===== src/rtl/ring_pkg.sv =====
// ring_pkg: constants shared by Beehive ring clients and the coherent memory
// mux. Holds the slot-type encodings, the Address-slot payload layout and the
// ring-station state enum.
package ring_pkg;

  localparam logic [3:0] SLOT_TOKEN = 4'd1;
  localparam logic [3:0] SLOT_ADDR  = 4'd2;
  localparam logic [3:0] SLOT_WDATA = 4'd3;
  localparam logic [3:0] SLOT_NULL  = 4'd7;

  localparam int READ_BIT = 28;
  localparam int ADDR_MSB = 25;

  typedef enum logic [1:0] {
    ST_IDLE  = 2'd0,
    ST_ADDR  = 2'd1,
    ST_WDATA = 2'd2,
    ST_RETOK = 2'd3
  } station_state_e;

  // Address slot payload: read flag at READ_BIT, line address in the low bits,
  // every other bit zero.
  function automatic logic [31:0] addr_payload(input logic rd, input logic [ADDR_MSB:0] addr);
    logic [31:0] p;
    p              = '0;
    p[READ_BIT]    = rd;
    p[ADDR_MSB:0]  = addr;
    return p;
  endfunction

endpackage


===== src/rtl/rd_line_assembler.sv =====
// rd_line_assembler: collects four 32-bit read-return beats into one 128-bit
// line.
//   clock, reset   ring clock, synchronous active-high reset
//   beat_vld       a beat addressed to this station is on beat_data
//   beat_data      32-bit beat; beat k lands in rd_data[32k+31:32k]
//   done           combinational: the current beat completes the line
//   rd_valid       one-cycle pulse the cycle after done
//   rd_data        line register (reset value 0)
module rd_line_assembler
  import ring_pkg::*;
(
  input  logic         clock,
  input  logic         reset,
  input  logic         beat_vld,
  input  logic [31:0]  beat_data,
  output logic         done,
  output logic         rd_valid,
  output logic [127:0] rd_data
);

  logic [1:0]   cnt_q,   cnt_d;
  logic [127:0] line_q,  line_d;
  logic         valid_q, valid_d;

  always_comb begin
    cnt_d  = cnt_q;
    line_d = line_q;
    done   = beat_vld & (cnt_q == 2'd3);
    if (beat_vld) begin
      line_d[{cnt_q, 5'b0} +: 32] = beat_data;
      cnt_d                       = cnt_q + 2'd1;  // wraps to 0 after beat 3
    end
    valid_d = done;
  end

  always_ff @(posedge clock) begin
    if (reset) begin
      cnt_q   <= '0;
      line_q  <= '0;
      valid_q <= 1'b0;
    end else begin
      cnt_q   <= cnt_d;
      line_q  <= line_d;
      valid_q <= valid_d;
    end
  end

  assign rd_valid = valid_q;
  assign rd_data  = line_q;

endmodule


===== src/rtl/mem_ring_station.sv =====
// mem_ring_station: ring-side memory client for one processor station.
// Waits for the ring Token, then injects an Address slot (plus four WriteData
// slots for a write) and re-emits the Token. Read lines returned on the
// RDreturn/RDdest path are assembled by rd_line_assembler.
//   clock, reset                     ring clock, synchronous active-high reset
//   RingIn/SlotTypeIn/SourceIn       incoming ring slot
//   RingOut/SlotTypeOut/SourceOut    registered outgoing slot
//   RDreturn/RDdest                  read-data beats; ours when RDdest==STATION_ID
//   reqValid/reqRead/reqAddr/reqWdata  local line request
//   reqReady                         combinational accept
//   rdValid/rdData                   completed read line, one-cycle pulse
//   outstanding                      reads issued and not yet returned
//   rdError                          sticky: beat arrived with nothing outstanding
module mem_ring_station
  import ring_pkg::*;
#(
  parameter logic [3:0] STATION_ID = 4'd1,
  parameter int         MAX_OUT    = 4
) (
  input  logic         clock,
  input  logic         reset,
  input  logic [31:0]  RingIn,
  input  logic [3:0]   SlotTypeIn,
  input  logic [3:0]   SourceIn,
  output logic [31:0]  RingOut,
  output logic [3:0]   SlotTypeOut,
  output logic [3:0]   SourceOut,
  input  logic [31:0]  RDreturn,
  input  logic [3:0]   RDdest,
  input  logic         reqValid,
  input  logic         reqRead,
  input  logic [25:0]  reqAddr,
  input  logic [127:0] reqWdata,
  output logic         reqReady,
  output logic         rdValid,
  output logic [127:0] rdData,
  output logic [3:0]   outstanding,
  output logic         rdError
);

  localparam logic [3:0] MAX_OUT_W = 4'(MAX_OUT);

  station_state_e state_q, state_d;
  logic [1:0]     beat_q, beat_d;
  logic [127:0]   wdata_q, wdata_d;
  logic [31:0]    ring_out_q, ring_out_d;
  logic [3:0]     type_out_q, type_out_d;
  logic [3:0]     src_out_q, src_out_d;
  logic [3:0]     outstanding_q, outstanding_d;
  logic           rd_error_q, rd_error_d;

  logic slot_null;
  logic transfer;
  logic issue;
  logic beat_vld;
  logic line_done;

  assign slot_null = (SlotTypeIn == SLOT_NULL);
  assign beat_vld  = (RDdest == STATION_ID);

  // A read is only eligible while a tracking slot is free; writes never wait.
  assign reqReady  = ~reset & (state_q == ST_IDLE) & (SlotTypeIn == SLOT_TOKEN) & reqValid
                   & (~reqRead | (outstanding_q < MAX_OUT_W));
  assign transfer  = reqReady;
  assign issue     = transfer & reqRead;

  // Next-state logic. The absorbed Token's slot carries the Address in the
  // transfer cycle itself, so ST_ADDR is never resident: the FSM moves
  // straight on to the write data or to Token re-emission.
  always_comb begin
    state_d = state_q;
    beat_d  = beat_q;
    case (state_q)
      ST_IDLE: begin
        if (transfer) begin
          state_d = reqRead ? ST_RETOK : ST_WDATA;
          beat_d  = 2'd0;
        end
      end
      ST_WDATA: begin
        if (slot_null) begin
          beat_d = beat_q + 2'd1;
          if (beat_q == 2'd3) state_d = ST_RETOK;
        end
      end
      ST_RETOK: begin
        if (slot_null) state_d = ST_IDLE;
      end
      default: state_d = ST_IDLE;
    endcase
  end

  // Output logic: forward the incoming slot unless this cycle injects.
  always_comb begin
    ring_out_d = RingIn;
    type_out_d = SlotTypeIn;
    src_out_d  = SourceIn;
    case (state_q)
      ST_IDLE: begin
        if (transfer) begin
          ring_out_d = addr_payload(reqRead, reqAddr);
          type_out_d = SLOT_ADDR;
          src_out_d  = STATION_ID;
        end
      end
      ST_WDATA: begin
        if (slot_null) begin
          ring_out_d = wdata_q[{beat_q, 5'b0} +: 32];
          type_out_d = SLOT_WDATA;
          src_out_d  = STATION_ID;
        end
      end
      ST_RETOK: begin
        if (slot_null) begin
          ring_out_d = '0;
          type_out_d = SLOT_TOKEN;
          src_out_d  = '0;
        end
      end
      default: ;
    endcase
  end

  // Only the write line needs holding; address and direction leave with the
  // Address slot in the transfer cycle.
  always_comb begin
    wdata_d = transfer ? reqWdata : wdata_q;
  end

  // Issue and completion in the same cycle cancel out. A completion with
  // nothing outstanding (stray beats) must not wrap the counter.
  always_comb begin
    outstanding_d = outstanding_q;
    if (issue && !line_done)
      outstanding_d = outstanding_q + 4'd1;
    else if (!issue && line_done && (outstanding_q != 4'd0))
      outstanding_d = outstanding_q - 4'd1;
    rd_error_d = rd_error_q | (beat_vld & (outstanding_q == 4'd0));
  end

  always_ff @(posedge clock) begin
    if (reset) begin
      state_q       <= ST_IDLE;
      beat_q        <= '0;
      ring_out_q    <= '0;
      type_out_q    <= SLOT_NULL;
      src_out_q     <= '0;
      outstanding_q <= '0;
      rd_error_q    <= 1'b0;
    end else begin
      state_q       <= state_d;
      beat_q        <= beat_d;
      ring_out_q    <= ring_out_d;
      type_out_q    <= type_out_d;
      src_out_q     <= src_out_d;
      outstanding_q <= outstanding_d;
      rd_error_q    <= rd_error_d;
    end
  end

  always_ff @(posedge clock) begin
    wdata_q <= wdata_d;
  end

  rd_line_assembler u_rd_line_assembler (
    .clock     (clock),
    .reset     (reset),
    .beat_vld  (beat_vld),
    .beat_data (RDreturn),
    .done      (line_done),
    .rd_valid  (rdValid),
    .rd_data   (rdData)
  );

  assign RingOut     = ring_out_q;
  assign SlotTypeOut = type_out_q;
  assign SourceOut   = src_out_q;
  assign outstanding = outstanding_q;
  assign rdError     = rd_error_q;

endmodule


===== config.mk =====
export PLATFORM = sky130hd
export DESIGN_NAME = mem_ring_station
export DESIGN_NICKNAME = d
export VERILOG_FILES = /design/src/rtl/ring_pkg.sv /design/src/rtl/rd_line_assembler.sv /design/src/rtl/mem_ring_station.sv
export SDC_FILE = /design/constraint.sdc
export NUM_CORES = 1
export LEC_CHECK = 0
export BUFFER_PORTS_ARGS = -buffer_cell sky130_fd_sc_hd__buf_2
export CAP_MARGIN = 20
export CORE_AREA = 2 2 160 162
export DETAILED_ROUTE_END_ITERATION = 16
export DIE_AREA = 0 0 162 164
export PLACE_DENSITY_LB_ADDON = 0.1
export SETUP_SLACK_MARGIN = 0.1
export SKIP_CTS_REPAIR_TIMING = 1
export SYNTH_ARGS = -nofsm -noshare
export SYNTH_HDL_FRONTEND = slang
export SYNTH_SLANG_ARGS = --single-unit

===== constraint.sdc =====
create_clock -name clock -period 3 [get_ports clock]
set_input_delay 0 -clock clock [delete_from_list [all_inputs] [get_ports clock]]
set_output_delay 0 -clock clock [all_outputs]
set_load 0.02 [all_outputs]

## After elaboration in Yosys (flattened, before gate mapping)

Index checks and enable logic that the tools add are counted.

- Register bits: 308
- Input bits: 234
- Output and inout bits: 175
- Word-level logic and storage cells: 78

- Add/sub/neg operators: 5
- Magnitude comparators: 1
- Equal/unequal tests: 11
- Shift-type cells: 3
- Muxes and demuxes: 24
- Bitwise gates (word level): 11
- Reductions and logical operators: 12

Operators by type and width:

| kind | number |
|---|---|
| bitwise mux 128 bit | 1 |
| variable shift 32 x 9 -> 128 bit, first input constant | 1 |
| variable part select 128 x 8 -> 32 bit | 1 |
| variable part select 32 x 9 -> 128 bit | 1 |
| two-way mux 32 bit | 3 |
| case mux 32 bit (3 select lines) | 1 |
| two-way mux 4 bit | 8 |
| case mux 4 bit (3 select lines) | 2 |
| two-way mux 2 bit | 6 |
| negator 7 -> 9 bit | 1 |
| equality test 2 bit, second input constant | 4 |
| equality test 4 x 1 -> 1 bit, second input constant | 2 |
| inequality test 2 bit, second input constant | 4 |
| AND 1 bit | 7 |
| case mux 2 bit (3 select lines) | 1 |
| adder 2 x 1 -> 2 bit, second input constant | 2 |
| adder 4 x 1 -> 4 bit, second input constant | 1 |
| equality test 4 x 3 -> 1 bit, second input constant | 1 |
| zero test 4 bit | 1 |
| < comparator 4 x 3 -> 1 bit, second input constant | 1 |
| case mux 2 bit (2 select lines) | 1 |
| AND reduction 4 bit | 1 |
| nonzero test 2 bit | 2 |
| nonzero test 4 bit | 1 |
| other kinds (8) | 13 |

## Longest topological paths before layout

- Depth in word-level cells: 11
- Mapped depth: 10
- Mapped depth without buffers: 9

## Hierarchy

Synthesis repeated with hierarchy kept, for this count alone.

- Cell total of the unflattened synthesis: 801
- Area total of the unflattened synthesis: 11624.9 um2

By module, submodules not included:

| module | times used | cells an instance | area each (um2) | seq. area each (um2) |
|---|---|---|---|---|
| mem_ring_station | 1 | 396 | 6747.7 | 4824.6 |
| rd_line_assembler | 1 | 405 | 4877.2 | 2622.5 |

## Worst setup path before layout

OpenSTA, ideal clock, no wires.

- Path type: register to register
- Start: reg state_q[0]
- End: reg outstanding_q[3] (netlist: outstanding[3])
- Setup time: 0.121 ns
- Arrival time: 2.057 ns
- Data required time: 2.879 ns
- Path slack: 0.823 ns
- Stages on the path, launching flop included: 11
- Buffers on the path: 1
- Clock period less this slack: 2.177 ns
- Cells stage by stage: dfxtp_1 buf_6 nor4_4 nand4_4 nand2b_1 ha_1 a21o_1 a21oi_1 and3b_1 o21a_1 nor3_2

- Longest elaborated chain between the ends: 10
- Elaborated cells on any way between the ends: 12
- Classes of those cells: mux: 1; bitwise: 5; reduce/logical: 6

RTL lines:

| element | line | source |
|---|---|---|
| from (decl) | mem_ring_station.sv:43 | `station_state_e state_q, state_d;` |
| from (signal assigned) | mem_ring_station.sv:151 | `state_q <= state_d;` |
| zero test 2 bit * | mem_ring_station.sv:62 | `assign reqReady = ~reset & (state_q == ST_IDLE) & (SlotTypeIn == SLOT_TOKEN) & reqValid` |
| AND 1 bit * (3 in series) | mem_ring_station.sv:62 |  |
| AND 1 bit * | mem_ring_station.sv:63 | `& (~reqRead \| (outstanding_q < MAX_OUT_W));` |
| AND 1 bit * | mem_ring_station.sv:65 | `assign issue = transfer & reqRead;` |
| zero test 1 bit | mem_ring_station.sv:136 | `else if (!issue && line_done && (outstanding_q != 4'd0))` |
| logical AND 1 bit (2 in series) | mem_ring_station.sv:136 |  |
| nonzero test 2 bit (no line) | - |  |
| to (signal assigned) | mem_ring_station.sv:156 | `outstanding_q <= outstanding_d;` |
| to (decl) | mem_ring_station.sv:49 | `logic [3:0] outstanding_q, outstanding_d;` |

Mark *: on every way between the ends. The rest lies on a longest branch, timed or not.
A chain may end at the register's enable or synchronous reset.

## Worst setup path after layout

- Start: reg outstanding_q[2] (netlist: outstanding[2])
- End: reg ring_out_q[5] (netlist: RingOut[5])

- Longest elaborated chain between the ends: 5

RTL lines:

| element | line | source |
|---|---|---|
| < comparator 4 x 3 -> 1 bit | mem_ring_station.sv:63 |  |
| OR 1 bit | mem_ring_station.sv:63 |  |
| AND 1 bit | mem_ring_station.sv:63 |  |
| two-way mux 32 bit | mem_ring_station.sv:100 | `if (transfer) begin` |
| case mux 32 bit (3 select lines) | mem_ring_station.sv:98 | `case (state_q)` |
| to (signal assigned) | mem_ring_station.sv:153 | `ring_out_q <= ring_out_d;` |
| to (decl) | mem_ring_station.sv:46 | `logic [31:0] ring_out_q, ring_out_d;` |

Every way passes these cells.

==> out/results.ini <==
[synth]
synthAdderAreaFrac = 0.0106
synth_edf_count = 128
synth_top_area_cell = edfxtp_1
postSynth.asyncResetShare = 0
synth_cells = 925
synth_top_family_by_area = simple AND/OR/NAND/NOR gates
synthMuxAreaShare = 0.0663
syn_area_mm2 = 0.0114
synth-seq-cells = 308
syn_avg_cell_area_um2 = 12.3
synthXorXnorAreaFrac = 0.00231
synth_compound_area_frac = 0.108
yosys.area_share.simple = 0.121
ys_types = 47
synth_top_area_share = 0.338
seq_area_frac_synth = 0.656
syn_nets = 1168
synth_area_leaders = edfxtp_1, dfxtp_1, mux4_2
ys_warn_count = 0
synth_ff_type = dfxtp_1

[hold_path]
hold_end = state_q[0]$_SDFFE_PP0P_
worstHoldPathCells = 5
hold_start = reqRead
min_path_type = in -> reg

[critical_path]
critPathLaunchType = register
reg2reg_to = RingOut[5]$_SDFF_PP0_
worstPathRequired_ps = 3430
ff2ff_path_depth = 6
crit_path_max_fanout = 54
reg2reg_from = outstanding[2]$_SDFFE_PP0P_
rrSetupSlack_ps = 350
cp.arrival_ps = 3080
critical_path_class = reg -> reg
cp-startpoint = outstanding[2]$_SDFFE_PP0P_
endpoint_kind = register

[sta]
skew_ps = 16.1
fin_tns_setup_ps = 0
tightest_slew_ps = 1070
fin_crit_sh = 0.884
hold_violations = 0
setup_viol = 0
slew_headroom = 0.284
min_period_ps = 2650
fmax_mhz = 377
rsz0062_at_grt = no
drv_slew = 0

[global_route]
grt_use_total = 0.241
grt_pass1_wl_mm = 49.1
grt.overflow.total = 0
grt_max_degree = 99
grt_pass1_vias = 8783
antenna_found_initial = 5

[die]
die_h_um = 164
core_area_mm2 = 0.0248
start_util = 0.458
io-pin-count = 409
die_width_um = 162
rows = 58
dieArea_mm2 = 0.0266

[layout]
mostFrequentLayoutCell = buf_2
drive_gt1_frac = 0.341
finish.utilization = 0.692
syn_to_final_growth_pct = 51.1
multiInputGateArea_mm2 = 0.00354
nets = 1794
seqCellArea_mm2 = 0.00745
n_fill_cell = 1868
layout_common_cells = buf_2, dlygate4sd3_1, dfxtp_1

[clock_network]
clockRootBuffer = clkbuf_16
cts.sinks = 308
clk_path_buf_depth = 3
clk_latency_ps = 500
clkTransAtPathRegs_ps = 60
cts_buffers = 35
cts_tree = yes
htree_levels = 2

[power_and_ir_drop]
power.density_mw_per_mm2 = 551
p_leak_nw = 7.11
vdd_drop_max_v = 0.000397

[run_status]
status = finished clean

[drt]
highest-signal-layer = met5
dr.first_iter.drc_count = 672
dr_total_vias = 9858
wl_met2_mm = 18.7
vias_per_cell = 5.17
postRouteAntennaNets = 0
detailedRoute.firstPassIterationCount = 5
drc = 0
wl_per_cell_um = 19.1
wl_met1_mm = 13.8
routed-wl-met3_mm = 2.77
drt-total-wl_mm = 36.4

[flow_run]
drv_cap = 0

[place]
port_buffers = 408
hpwl_mm = 23.6
place.gp.congestion = 0.862

==> worst max path at each step <==
stage	to	cells past startpoint	slack, ps
detailed placement	outstanding[3]$_SDFFE_PP0P_	9	600
global route	RingOut[1]$_SDFF_PP0_	6	210
floorplan	outstanding[3]$_SDFFE_PP0P_	10	820
global placement	outstanding[3]$_SDFFE_PP0P_	9	670
CTS	outstanding[3]$_SDFFE_PP0P_	9	570
finish	RingOut[5]$_SDFF_PP0_	6	350
==> layout make-up <==
cell class	instances	area share
clock buffer	50	0.0603
timing repair buffer	662	0.266
tap	330	0.0241
sequential	308	0.434
multi-input combinational	537	0.206
antenna	2	0.000292
inverter	7	0.00153
clock inverter	11	0.00787
==> worst max-delay path, cell delays in order, from the launching register on <==
cell           delay (ps)
dfxtp_1               380
o21ai_0               270
and4_4                340
buf_4                 580
a22oi_1               190
a21oi_1               190
dlygate4sd3_1         610
==> registers in the layout, indices dropped and copies added, names as in the netlist <==
name and flops:
beat_q 2, outstanding 4, RingOut 32, SourceOut 4
u_rd_line_assembler.cnt_q 2, u_rd_line_assembler.rd_valid 1, SlotTypeOut 4, wdata_q 128
u_rd_line_assembler.rd_data 128, state_q 2, rdError 1
==> synthesized netlist by cell type, types with 2 or more instances <==
library cell / n
and3_1: 5
a22o_1: 30
ha_1: 8
nor2_1: 23
buf_1: 6
a21oi_1: 129
nor3_1: 4
mux4_2: 32
nor4b_4: 2
nand3_1: 99
edfxtp_1: 128
buf_6: 6
buf_4: 9
nor3_2: 3
nand2_1: 135
clkbuf_1: 30
a22oi_1: 30
dfxtp_1: 180
xnor2_1: 3
inv_1: 6
nor3b_1: 3
a211oi_1: 2
and2_1: 4
o21ai_0: 2
buf_2: 22
nor2b_1: 3
==> per-layer routing <==
layer,vias up,global-route usage
li1,4643,-
met1,4694,0.288
met2,426,0.412
met3,91,0.0758
met4,4,0.0841
met5,-,0
==> through the flow <==
step	setup WS, ps	cell area, um^2	total power [W]	cells	hold slack, ps
final	347	17200	0.00946	1907	22.8
after global routing	206	17200	0.00977	1907	63.9
after CTS	571	14900	0.00929	1677	-348
after detailed placement	600	13700	0.00500	1616	178
after global placement	666	13700	0.00500	1616	177
after floorplan	823	11400	0.00472	925	98.9
==> power breakdown <==
part,internal (W),total [W],switching [W],leakage (nW)
clock,0.00265,0.00429,0.00164,0.575
combinational,0.000394,0.000731,0.000337,3.92
sequential,0.00442,0.00444,0.0000243,2.62
==> logic make-up after synthesis <==
logic type / after synthesis
flip-flops: 308
AND/OR/NAND/NOR: 290
AO/OA/AOI/OAI: 201
buffers and inverters: 80
multiplexers: 34
adder cells (fa/ha/maj): 9
XOR/XNOR: 3
Power figures use the tool's default switching activity.
